--- config.mk ---
export PLATFORM = sky130hd
export DESIGN_NAME = eq_encoder
export DESIGN_NICKNAME = d
export VERILOG_FILES = /design/src/rtl/eq_encoder.sv
export SDC_FILE = /design/constraint.sdc
export NUM_CORES = 1
export LEC_CHECK = 0
export CAP_MARGIN = 30
export CORE_ASPECT_RATIO = 0.75
export CORE_MARGIN = 2
export CORE_UTILIZATION = 30
export DETAILED_ROUTE_END_ITERATION = 10
export HOLD_SLACK_MARGIN = 0.15
export SLEW_MARGIN = 5
export SYNTH_ARGS = -nofsm -noshare
export SYNTH_HDL_FRONTEND = slang
export SYNTH_SLANG_ARGS = --single-unit
--- constraint.sdc ---
create_clock -name Clock -period 1.7 [get_ports Clock]
set_input_delay 0.17 -clock Clock [delete_from_list [all_inputs] [get_ports Clock]]
set_output_delay 0.17 -clock Clock [all_outputs]
set_load 0.02 [all_outputs]
--- src/rtl/eq_encoder.sv ---
// eq_encoder: turns 4-bit request words back into 2-bit indices, draining every set bit lowest-first
// over a valid/ready port; non-one-hot words raise a one-cycle flag and bump a saturating counter.
module eq_encoder #(
    parameter int ERR_CNT_W = 8
) (
    input  logic                 Clock,
    input  logic                 Reset_n,
    input  logic [3:0]           Eq_in,
    input  logic                 Eq_valid_in,
    output logic                 Eq_ready_out,
    output logic [1:0]           Code_out,
    output logic                 Code_valid_out,
    input  logic                 Code_ready_in,
    output logic                 Code_par_out,
    output logic                 Onehot_err_out,
    output logic [ERR_CNT_W-1:0] Err_cnt_out
);
    typedef enum logic {
        S_IDLE  = 1'b0,
        S_DRAIN = 1'b1
    } state_t;

    localparam logic [ERR_CNT_W-1:0] CNT_MAX = '1;
    localparam logic [ERR_CNT_W-1:0] CNT_ONE = ERR_CNT_W'(1);

    state_t               r_state;
    state_t               w_state_nxt;
    logic [3:0]           r_pending;
    logic [3:0]           w_pending_nxt;
    logic                 r_err;
    logic                 w_err_nxt;
    logic [ERR_CNT_W-1:0] r_err_cnt;
    logic [ERR_CNT_W-1:0] w_err_cnt_nxt;
    logic [1:0]           w_code;
    logic [3:0]           w_code_mask;
    logic                 w_onehot;

    // Lowest set bit wins; an empty mask encodes to 0 so IDLE/reset shows Code_out = 0.
    always_comb begin
        w_code = 2'd0;
        if (r_pending[0])      w_code = 2'd0;
        else if (r_pending[1]) w_code = 2'd1;
        else if (r_pending[2]) w_code = 2'd2;
        else if (r_pending[3]) w_code = 2'd3;
    end

    assign w_code_mask = 4'b0001 << w_code;
    assign w_onehot    = (Eq_in != 4'd0) && ((Eq_in & (Eq_in - 4'd1)) == 4'd0);

    always_ff @(posedge Clock or negedge Reset_n) begin
        if (!Reset_n) begin
            r_state   <= S_IDLE;
            r_pending <= 4'd0;
            r_err     <= 1'b0;
            r_err_cnt <= '0;
        end else begin
            r_state   <= w_state_nxt;
            r_pending <= w_pending_nxt;
            r_err     <= w_err_nxt;
            r_err_cnt <= w_err_cnt_nxt;
        end
    end

    always_comb begin
        w_state_nxt   = r_state;
        w_pending_nxt = r_pending;
        w_err_nxt     = 1'b0;
        w_err_cnt_nxt = r_err_cnt;
        unique case (r_state)
            S_IDLE: begin
                if (Eq_valid_in) begin
                    w_pending_nxt = Eq_in;
                    if (Eq_in != 4'd0) w_state_nxt = S_DRAIN;
                    if (!w_onehot) begin
                        w_err_nxt = 1'b1;
                        if (r_err_cnt != CNT_MAX) w_err_cnt_nxt = r_err_cnt + CNT_ONE;
                    end
                end
            end
            S_DRAIN: begin
                if (Code_ready_in) begin
                    w_pending_nxt = r_pending & ~w_code_mask;
                    if (w_pending_nxt == 4'd0) w_state_nxt = S_IDLE;
                end
            end
            default: w_state_nxt = S_IDLE;
        endcase
    end

    assign Eq_ready_out   = (r_state == S_IDLE);
    assign Code_valid_out = (r_state == S_DRAIN);
    assign Code_out       = w_code;
    assign Code_par_out   = w_code[1] ^ w_code[0];
    assign Onehot_err_out = r_err;
    assign Err_cnt_out    = r_err_cnt;
endmodule

After elaboration in Yosys (flattened, before gate mapping)
Index checks and enable logic that the tools add are counted.
- register bits after elaboration: 14
- input bits: 8
- word-level logic and storage cells: 37
- add/subtract/negate cells: 2
- equality and inequality tests: 3
- shift-type cells: 1
- mux-type cells: 15
- bitwise gates (word level): 6
- reduce and logical (&&, ||, !) cells: 6
- operators by type and width (kind ; number):
    8-bit by 1-bit adder with 8-bit output (second input constant) ; 1
    4-bit bitwise AND ; 2
    4-bit zero test ; 2
    2-bit 2-to-1 mux ; 4
    4-bit 2-to-1 mux ; 2
    8-bit inequality test (second input constant) ; 1
    4-bit one-hot mux with 2 select lines ; 1
    1-bit 2-to-1 mux ; 7
    2-bit inequality test (second input constant) ; 2
    4-bit inverter ; 1
    4-bit AND reduction ; 1
    4-bit nonzero test ; 1
    1-bit by 2-bit left shift with 4-bit output (first input constant) ; 1
    4-bit by 1-bit subtractor with 4-bit output (second input constant) ; 1
    1-bit inverter ; 2
    1-bit one-hot mux with 2 select lines ; 1
    2-bit AND reduction ; 1
    1-bit logical AND ; 1
    1-bit bitwise XOR ; 1

Depth between registers and ports, before layout
Gate-level depths: netlist of run 1.
- depth after elaboration: 11
- mapped depth: 7

Worst setup path after synthesis of run 1
No wires, ideal clock.
- kind: reg-to-reg
- from: register r_state, in the netlist Code_valid_out
- to: register r_err_cnt[1], in the netlist Err_cnt_out[1]
- library setup time: 0.125 ns
- data arrival time: 1.603 ns
- slack: -0.028 ns
- stages on the path, launching flop included: 6
- path through: dfrtp_1 buf_6 nand2b_4 a21o_4 or3_4 mux2_4
- word-level cells in the longest chain between the ends: 2
- ends and longest elaborated chain (what ; RTL line ; source):
    start: declaration ; 26 ; state_t r_state;
    start signal: assignment ; 57 ; r_state <= w_state_nxt;
    1-bit inverter (no line) ; - ;
    4-bit AND reduction (no line) ; - ;
    end signal: assignment ; 60 ; r_err_cnt <= w_err_cnt_nxt;
    end: declaration ; 32 ; logic [ERR_CNT_W-1:0] r_err_cnt;
Every way passes these cells.
A chain may end at the register's enable or synchronous reset.

Worst setup path in the final report of run 1
- from: register r_pending[3]
- to: output port Code_par_out
- word-level cells in the longest chain between the ends: 5
- ends and longest elaborated chain (what ; RTL line ; source):
    start: declaration ; 28 ; logic [3:0] r_pending;
    start signal: assignment ; 58 ; r_pending <= w_pending_nxt;
    2-bit 2-to-1 mux ; 44 ; else if (r_pending[3]) w_code = 2'd3;
    2-bit 2-to-1 mux ; 43 ; else if (r_pending[2]) w_code = 2'd2;
    2-bit 2-to-1 mux ; 42 ; else if (r_pending[1]) w_code = 2'd1;
    2-bit 2-to-1 mux ; 41 ; if (r_pending[0]) w_code = 2'd0;
    1-bit bitwise XOR ; 93 ; assign Code_par_out = w_code[1] ^ w_code[0];
    end: declaration ; 14 ; output logic Code_par_out,
Every way passes these cells.

==> results.py, run 1 <==
metrics = {
    "run_status": {
        "outcome": "completed",
    },
    "yosys": {
        "synthAdderAreaFrac_pct": 4.41,
        "ys.flop_type": "dfrtp_1",
        "synthArstFlopShare_pct": 100,
        "yosysTopAreaCell": "dfrtp_1",
        "syn_area_per_cell_um2": 10.0,
        "synth_compound_area_share_pct": 16.7,
        "yosysWarnings": 0,
        "yosysTopAreaCellShare_pct": 41.1,
        "ys_ff_latch": 14,
        "synth_top_family_by_area": "simple AND/OR/NAND/NOR gates",
        "syn_area_um2": 852,
        "ys_seq_area_share_pct": 41.1,
        "muxShareOfSynthArea_pct": 7.05,
        "synth_xor_area_share_pct": 4.11,
        "ys_types": 31,
        "syn_nets": 96,
        "postSynthCellCount": 85,
        "synth.most_common_cell": "dfrtp_1",
        "synth_edf_count": 0,
        "ys_top_cells_by_area": "dfrtp_1 41%, mux2_2 5.3%, ha_1 4.4%",
        "synth_simple_gate_area_share_pct": 23.1,
        "yosys-top-cells-count": "14 x dfrtp_1, 6 x nor3_1, 6 x o21ai_0",
    },
    "drt": {
        "first_pass_iters": 4,
        "viasPerCell": 4.84,
        "wl_met3_um": 96,
        "drcViolationCount": 0,
        "totalWireLength_mm": 2.08,
        "met1_length_mm": 1.03,
        "detail-route-antenna-nets": 0,
        "top_layer": "met4",
        "vias": 764,
        "drtIter0Drc": 34,
        "wl_per_cell_um": 13.2,
        "dr_wl_met2_um": 922,
    },
    "clock_tree": {
        "clock_latency_ns": 0.25,
        "cts.sink_count": 14,
        "clk_pin_slew_ns": 0.06,
        "cts_tree": "yes",
        "post_cts_buffers": 0,
        "holdBufCountCts": 0,
        "cts-htree-levels": 1,
        "clock_path_buffers": 2,
        "cts_inserted_buffers": 3,
        "clockRootBuffer": "clkbuf_8",
    },
    "power": {
        "switchingPower_uw": 820,
        "intPower_mw": 1.24,
        "clkPwrFrac_pct": 15.9,
        "ir_worst_vdd_v": 0.000595,
        "seq_power_share_pct": 27.8,
        "power.total_mw": 2.06,
        "p_per_area_nw_per_um2": 1630,
        "p_leak_nw": 0.580,
        "comb_power_share_pct": 56.3,
        "switching_share_pct": 39.8,
    },
    "critical_path": {
        "crit_type": "reg2out",
        "worst_path_largest_cell_delay_ns": 0.41,
        "cp.required_ns": 1.53,
        "start_kind": "flop",
        "cp_data_arrival_time_ns": 1.47,
        "path_cells": "nor2b_1 -> o21bai_1 -> ha_1 -> inv_1 -> buf_4",
        "worstPathMaxFanout": 4,
        "cp_slowest_cell": "dfrtp_1",
        "end_kind": "primary output",
    },
    "layout": {
        "multi_input_area_um2": 490,
        "area_delta_synth_final_pct": 48.5,
        "drive_above_1_share_pct": 28.7,
        "fin_nets": 134,
        "seqCellArea_um2": 353,
        "n_antenna_cell": 0,
        "num-fill-cells": 253,
    },
    "floorplanning": {
        "ios": 22,
        "die_h_um": 50.2,
        "initial_core_util_pct": 32.0,
        "num_rows": 16,
        "die_area_um2": 3290,
        "core_area_um2": 2660,
        "die_w_um": 65.5,
    },
    "sta": {
        "period_share_pct": 96.5,
        "setup_viol": 0,
        "min_period_ns": 1.64,
        "tns_ns": 0,
        "hold_viol_final": 0,
        "rsz0062_at_grt": "true",
        "drv_slew": 0,
        "worst_slew_pin_slew_ns": 0.303,
        "clock_skew_ns": 0.00202,
        "max_freq_mhz": 609,
        "setup_ws_ns": 0.0592,
        "relSlewSlack_pct": 79.6,
    },
    "run": {
        "maxCapViolations": 0,
    },
    "place": {
        "finalWeightedCongestion": 0.817,
        "io_buffers": 21,
        "dp_slack_ns": -0.301,
        "hpwlAfterDp_mm": 1.64,
    },
    "global_route": {
        "grt_max_degree": 15,
        "antenna_found_initial": 0,
        "grt_pass1_vias": 744,
        "grt_pass1_wl_mm": 3.55,
        "grt_usage_pct": 14.2,
        "grt_overflow": 0,
    },
    "min_path": {
        "hp-class": "in2async",
    },
}
[cell type report]
type	count	area share [%]
Sequential cell	14	27.9
Timing Repair Buffer	34	23.9
Clock buffer	4	4.35
Tap cell	36	3.56
Multi-Input combinational cell	65	38.8
Inverter	5	1.48
[critical path: cells and delay by family (launching register included)]
kind | cells | cell delay (ns)
AO/OA/AOI/OAI | 1 | 0.21
buffers and inverters | 2 | 0.19
AND/OR/NAND/NOR | 1 | 0.15
flip-flops | 1 | 0.41
adder cells (fa/ha/maj) | 1 | 0.27
[power groups by stage]
stage	Sequential (mW)	Clock [mW]	Combinational [mW]
detailed placement	0.571	0	1.19
global route	0.595	0.359	1.26
floorplan	0.668	0	0.511
global placement	0.571	0	1.18
CTS	0.570	0.336	1.16
finish	0.573	0.327	1.16
[timing repair]
| action | 4_1_cts | 5_1_grt |
|---|---|---|
| endpoints found under the setup margin | 7 | 7 |
| resized for setup | 7 | 9 |
| pin swaps | 0 | 3 |
[worst paths after layout]
kind,from,end,slack (ns),cells after the start
setup / recovery,r_pending[3]$_DFFE_PN0P_,Code_par_out,0.06,5
hold / removal,Reset_n,Err_cnt_out[4]$_DFFE_PN0P_,0.24,2
setup reg to reg,Err_cnt_out[0]$_DFFE_PN0P_,Err_cnt_out[1]$_DFFE_PN0P_,0.11,5
hold reg to reg,Err_cnt_out[5]$_DFFE_PN0P_,Err_cnt_out[5]$_DFFE_PN0P_,0.56,1
max in group asynchronous,Reset_n,Code_valid_out$_DFF_PN0_,1.28,2
min in group Clock,Eq_in[1],r_pending[1]$_DFFE_PN0P_,0.34,2
[through the flow]
stage	instance area [um^2]	cells	hold slack, ns	utilization (%)
after floorplan	855	85	-0.126	-
after global placement	1200	154	0.498	44.9
after detailed placement	1200	154	0.505	44.9
after CTS	1260	158	0.239	47.2
after global routing	1260	158	0.257	47.5
final	1260	158	0.235	47.5
[flip-flops by register name, indices dropped and copies added (netlist names)]
name,flops
r_pending,4
Code_valid_out,1
Err_cnt_out,8
Onehot_err_out,1
[layout by cell type, fill, tap and decap left out, types with 3 or more instances in the layout]
master            n
a21oi_1           3
buf_4            14
clkbuf_8          4
clkdlybuf4s50_1  15
dfrtp_1          12
inv_1             5
mux2_2            4
nand2_1           5
nand2b_1          4
nand3_1           4
nor2_1            4
nor2b_1           3
nor3_1            5
o21ai_0           6
[cells by family (layout without fill, tap and decap cells)]
family | count (synthesis) | after routing
buffers and inverters | 6 | 43
xor gates and xnor gates | 4 | 4
and+or+nand+nor | 34 | 34
AOI/OAI and AO/OA | 19 | 19
DFF | 14 | 14
muxes | 5 | 5
adders and majority gates | 3 | 3
[layer usage]
metal / vias up / GRT usage (%)
li1: 381 / -
met1: 360 / 20.9
met2: 19 / 20.6
met3: 4 / 3.59
met4: 0 / 4.17
met5: - / 0
Power figures use the tool's default switching activity.
==> run 2: changes to the inputs <==
==> constraint.sdc (replaced) <==
create_clock -name Clock -period 2.1 [get_ports Clock]
set_input_delay 0.21 -clock Clock [delete_from_list [all_inputs] [get_ports Clock]]
set_output_delay 0.21 -clock Clock [all_outputs]
set_load 0.02 [all_outputs]
==> results.py, run 2 (same netlist as run 1, synthesis figures left out) <==
metrics = {
    "place": {
        "io_buffers": 21,
        "place_area_um2": 1100,
        "place_inst": 142,
        "dp_slack_ns": 0.134,
        "hpwlAfterDp_mm": 1.37,
        "finalWeightedCongestion": 0.863,
    },
    "critical_path": {
        "cpLargestDelayFamily": "buffers and inverters",
        "cp_slowest_cell": "clkdlybuf4s50_1",
        "worstPathMaxFanout": 5,
        "r2r_slack_ns": 0.44,
        "cp_num_buf_inv": 1,
        "start_kind": "flop",
        "crit_type": "reg2out",
        "worst_path_largest_cell_delay_ns": 0.66,
        "path_cells": "nor3_2 -> clkdlybuf4s50_1",
        "cp_data_arrival_time_ns": 1.61,
        "end_kind": "primary output",
        "cp.required_ns": 1.89,
    },
    "power": {
        "p_leak_nw": 0.502,
        "p_per_area_nw_per_um2": 1320,
        "power.total_mw": 1.55,
        "ir_worst_vdd_v": 0.000382,
    },
    "drt": {
        "wl_per_cell_um": 11.8,
        "vias": 706,
        "first_pass_iters": 4,
        "drcViolationCount": 0,
        "detail-route-antenna-nets": 0,
        "drtIter0Drc": 14,
        "totalWireLength_mm": 1.72,
        "viasPerCell": 4.84,
    },
    "layout": {
        "final_core_util_pct": 43.8,
        "fin_area_um2": 1170,
        "fin_nets": 122,
        "largest_reg_flops": 8,
        "area_delta_synth_final_pct": 36.9,
        "layout_common_cells": "20 x clkdlybuf4s50_1, 14 x dfrtp_1, 6 x o21ai_0",
        "drive_above_1_share_pct": 14.5,
        "n_antenna_cell": 0,
        "final_common_cell": "clkdlybuf4s50_1",
        "fin_cells": 146,
    },
    "run_status": {
        "outcome": "completed",
    },
    "sta": {
        "hold_viol_final": 0,
        "rsz0062_at_grt": "false",
        "drv_slew": 0,
        "worst_slew_pin_slew_ns": 0.632,
        "clock_skew_ns": 0.00276,
        "tns_ns": 0,
        "setup_viol": 0,
        "setup_ws_ns": 0.278,
        "period_share_pct": 86.8,
        "relSlewSlack_pct": 57.7,
        "min_period_ns": 1.82,
        "fin_hold_ws_ns": 0.360,
        "max_freq_mhz": 549,
    },
    "floorplanning": {
        "die_h_um": 50.2,
        "die_w_um": 65.5,
        "die_area_um2": 3290,
        "core_area_um2": 2660,
        "num_rows": 16,
        "ios": 22,
        "initial_core_util_pct": 32.0,
    },
    "clock_tree": {
        "cts_tree": "yes",
        "cts-htree-levels": 1,
        "clock_path_buffers": 2,
        "clk_pin_slew_ns": 0.06,
        "holdBufCountCts": 0,
        "post_cts_buffers": 0,
        "clockRootBuffer": "clkbuf_8",
        "cts_inserted_buffers": 3,
        "clock_latency_ns": 0.24,
        "cts_resized": 1,
        "cts.sink_count": 14,
    },
    "global_route": {
        "grt_max_degree": 15,
        "antenna_found_initial": 0,
        "grt_pass1_vias": 666,
        "grt_usage_pct": 12.0,
        "grt_pass1_wl_mm": 3.02,
        "grt_overflow": 0,
    },
    "min_path": {
        "hp-class": "in2async",
    },
    "run": {
        "maxCapViolations": 0,
    },
}
run 2: cell count changes in the layout (fill, tap and decap cells not counted), moves of 2 or more:
cell             delta
dlygate4sd2_1       -2
buf_4              -13
dfrtp_2             -2
clkdlybuf4s50_1     +5
dfrtp_1             +2
run 2: report_power, final:
group / switching (mW) / leakage (nW) / internal [mW]
registers: 0.124 / 0.178 / 0.362
clock network: 0.0922 / 0.0288 / 0.166
logic: 0.393 / 0.295 / 0.408
total: 0.609 / 0.502 / 0.936
run 2: cell type report:
type,instances,area [um^2]
repair buffers,22,220
clock buffers,4,55.1
inverters,5,18.8
multi-input cells,65,477
flip-flops and latches,14,350
well taps,36,45.0
fillers,242,1500
run 2: final timing paths:
path	from	to	cells past startpoint
setup / recovery	r_pending[0]$_DFFE_PN0P_	Code_out[1]	2
hold / removal	Reset_n	r_pending[3]$_DFFE_PN0P_	1
setup reg to reg	Err_cnt_out[0]$_DFFE_PN0P_	Err_cnt_out[1]$_DFFE_PN0P_	5
hold reg to reg	Err_cnt_out[5]$_DFFE_PN0P_	Err_cnt_out[5]$_DFFE_PN0P_	1
max in group asynchronous	Reset_n	r_pending[1]$_DFFE_PN0P_	1
min in group Clock	Err_cnt_out[5]$_DFFE_PN0P_	Err_cnt_out[5]$_DFFE_PN0P_	1
run 2: routing by layer:
| metal | up-vias | GRT usage (%) | share of wire [%] |
|---|---|---|---|
| li1 | 358 | - | - |
| met5 | - | 0 | 0 |
| met1 | 333 | 18.0 | 52 |
| met2 | 13 | 16.5 | 42 |
| met4 | 0 | 4.17 | 1.1 |
| met3 | 2 | 3.36 | 4.2 |
==> run 3: changes to the inputs <==
--- a/config.mk
+++ b/config.mk
@@ -6,7 +6,7 @@
 export NUM_CORES = 1
 export LEC_CHECK = 0
 export CAP_MARGIN = 30
-export CORE_ASPECT_RATIO = 0.75
+export CORE_ASPECT_RATIO = 0.7
 export CORE_MARGIN = 2
 export CORE_UTILIZATION = 30
 export DETAILED_ROUTE_END_ITERATION = 10
==> results.py, run 3 (same netlist as run 1, synthesis figures left out) <==
metrics = {
    "run_status": {
        "outcome": "completed",
    },
    "drt": {
        "viasPerCell": 4.71,
        "totalWireLength_mm": 1.87,
        "vias": 693,
        "first_pass_iters": 4,
        "detail-route-antenna-nets": 0,
        "drtIter0Drc": 30,
        "drcViolationCount": 0,
        "wl_per_cell_um": 12.7,
    },
    "power": {
        "switching_share_pct": 39.9,
        "p_per_area_nw_per_um2": 1350,
        "ir_worst_vdd_v": 0.000377,
        "seq_power_share_pct": 30.9,
        "clkPwrFrac_pct": 16.4,
        "intPower_uw": 953,
        "comb_power_share_pct": 52.7,
        "switchingPower_uw": 633,
        "p_leak_nw": 0.507,
    },
    "sta": {
        "period_share_pct": 87.9,
        "max_freq_mhz": 541,
        "relSlewSlack_pct": 57.6,
        "drv_slew": 0,
        "min_period_ns": 1.85,
        "tns_ns": 0,
        "hold_viol_final": 0,
        "rsz0062_at_grt": "false",
        "clock_skew_ns": 0.00157,
        "setup_viol": 0,
        "worst_slew_pin_slew_ns": 0.634,
    },
    "critical_path": {
        "worstPathMaxFanout": 5,
        "cp_data_arrival_time_ns": 1.64,
        "cp-endpoint": "Code_out[1]",
        "path_cells": "nor3_2 -> buf_4 -> clkdlybuf4s50_1",
        "rr_endpoint": "Err_cnt_out[1]$_DFFE_PN0P_",
        "r2r_slack_ns": 0.42,
        "path_depth": 3,
        "reg2reg_depth": 5,
        "cpLargestDelayFamily": "buffers and inverters",
        "cp.required_ns": 1.89,
        "worst_path_largest_cell_delay_ns": 0.59,
        "cp_slowest_cell": "clkdlybuf4s50_1",
        "crit_type": "reg2out",
        "end_kind": "primary output",
        "crit-reg2reg-launch": "Err_cnt_out[0]$_DFFE_PN0P_",
        "crit_start": "r_pending[0]$_DFFE_PN0P_",
        "start_kind": "flop",
        "cp_num_buf_inv": 2,
    },
    "layout": {
        "fin_area_um2": 1170,
        "final_core_util_pct": 42.8,
        "fin_nets": 123,
        "fin_cells": 147,
        "drive_above_1_share_pct": 15.3,
        "area_delta_synth_final_pct": 37.7,
        "largest_reg_flops": 8,
        "layout_common_cells": "20 x clkdlybuf4s50_1, 14 x dfrtp_1, 6 x o21ai_0",
        "n_antenna_cell": 0,
        "final_common_cell": "clkdlybuf4s50_1",
    },
    "global_route": {
        "grt_max_degree": 15,
        "grt_pass1_wl_mm": 3.06,
        "antenna_found_initial": 0,
        "grt_usage_pct": 12.7,
        "grt_pass1_vias": 636,
        "grt_overflow": 0,
    },
    "floorplanning": {
        "num_rows": 16,
        "die_w_um": 67.7,
        "ios": 22,
        "core_area_um2": 2740,
        "die_area_um2": 3290,
        "die_h_um": 48.6,
        "initial_core_util_pct": 31.1,
    },
    "clock_tree": {
        "cts_tree": "yes",
        "clockRootBuffer": "clkbuf_8",
        "clk_pin_slew_ns": 0.06,
        "post_cts_buffers": 0,
        "cts.sink_count": 14,
        "cts_inserted_buffers": 3,
        "clock_path_buffers": 2,
        "cts-htree-levels": 1,
        "clock_latency_ns": 0.25,
    },
    "place": {
        "place_area_um2": 1110,
        "finalWeightedCongestion": 0.796,
        "hpwlAfterDp_mm": 1.46,
        "io_buffers": 21,
        "place_inst": 143,
    },
    "min_path": {
        "hp-class": "in2async",
    },
    "run": {
        "maxCapViolations": 0,
    },
}
## run 3: cell count changes in the layout (fill, tap and decap cells not counted)
cell   before  now
buf_4       1    2
## run 3: final cells by class
| type | instances | area (um^2) |
|---|---|---|
| fillers | 258 | 1570 |
| inverters | 5 | 18.8 |
| flip-flops and latches | 14 | 350 |
| well taps | 36 | 45.0 |
| clock buffers | 4 | 55.1 |
| multi-input cells | 65 | 477 |
| repair buffers | 23 | 228 |
## run 3: per-stage QoR
step	worst slack, ns	total power, mW	hold WS [ns]
after detailed placement	0.127	1.32	0.536
after CTS	0.00407	1.61	0.380
after global routing	0.120	1.70	0.406
after floorplan	0.368	0.950	-0.0856
after global placement	0.155	1.32	0.534
final	0.253	1.59	0.358
## run 3: power groups by stage
| stage | clock network, mW | registers (mW) | logic (mW) |
|---|---|---|---|
| 3_3_place_gp | 0 | 0.487 | 0.832 |
| 3_5_place_dp | 0 | 0.483 | 0.838 |
| 2_1_floorplan | 0 | 0.537 | 0.414 |
| 5_1_grt | 0.286 | 0.505 | 0.913 |
| 6_report | 0.260 | 0.489 | 0.836 |
| 4_1_cts | 0.271 | 0.488 | 0.847 |
## run 3: layer usage
metal,vias up,global-route usage [%],routed length [um]
met5,-,0,0
li1,358,-,-
met3,4,4.19,52
met4,0,6.12,29
met2,9,15.7,767
met1,322,19.4,1020
## run 3: worst min path at each step
stage	start	to	slack (ns)	cells after the start
final	Reset_n	Err_cnt_out[4]$_DFFE_PN0P_	0.36	1
after global routing	Reset_n	Err_cnt_out[4]$_DFFE_PN0P_	0.41	1
after detailed placement	Err_cnt_out[5]$_DFFE_PN0P_	Err_cnt_out[5]$_DFFE_PN0P_	0.54	1
after floorplan	Reset_n	Code_valid_out$_DFF_PN0_	-0.09	0
after CTS	Reset_n	Err_cnt_out[4]$_DFFE_PN0P_	0.38	1
after global placement	Err_cnt_out[5]$_DFFE_PN0P_	Err_cnt_out[5]$_DFFE_PN0P_	0.53	1
## run 3: worst register-to-register path: stages (launching register included)
cell,delay (ns)
dfrtp_1,0.45
ha_1,0.29
nand3_1,0.12
nor2_1,0.06
or3_4,0.34
mux2_4,0.30
## run 3: repair_timing
item / CTS / global route
resized for setup: 1 / 1
hold buffers: 0 / 0
endpoints found under the hold margin: 0 / 0
endpoints found under the setup margin: 1 / 1
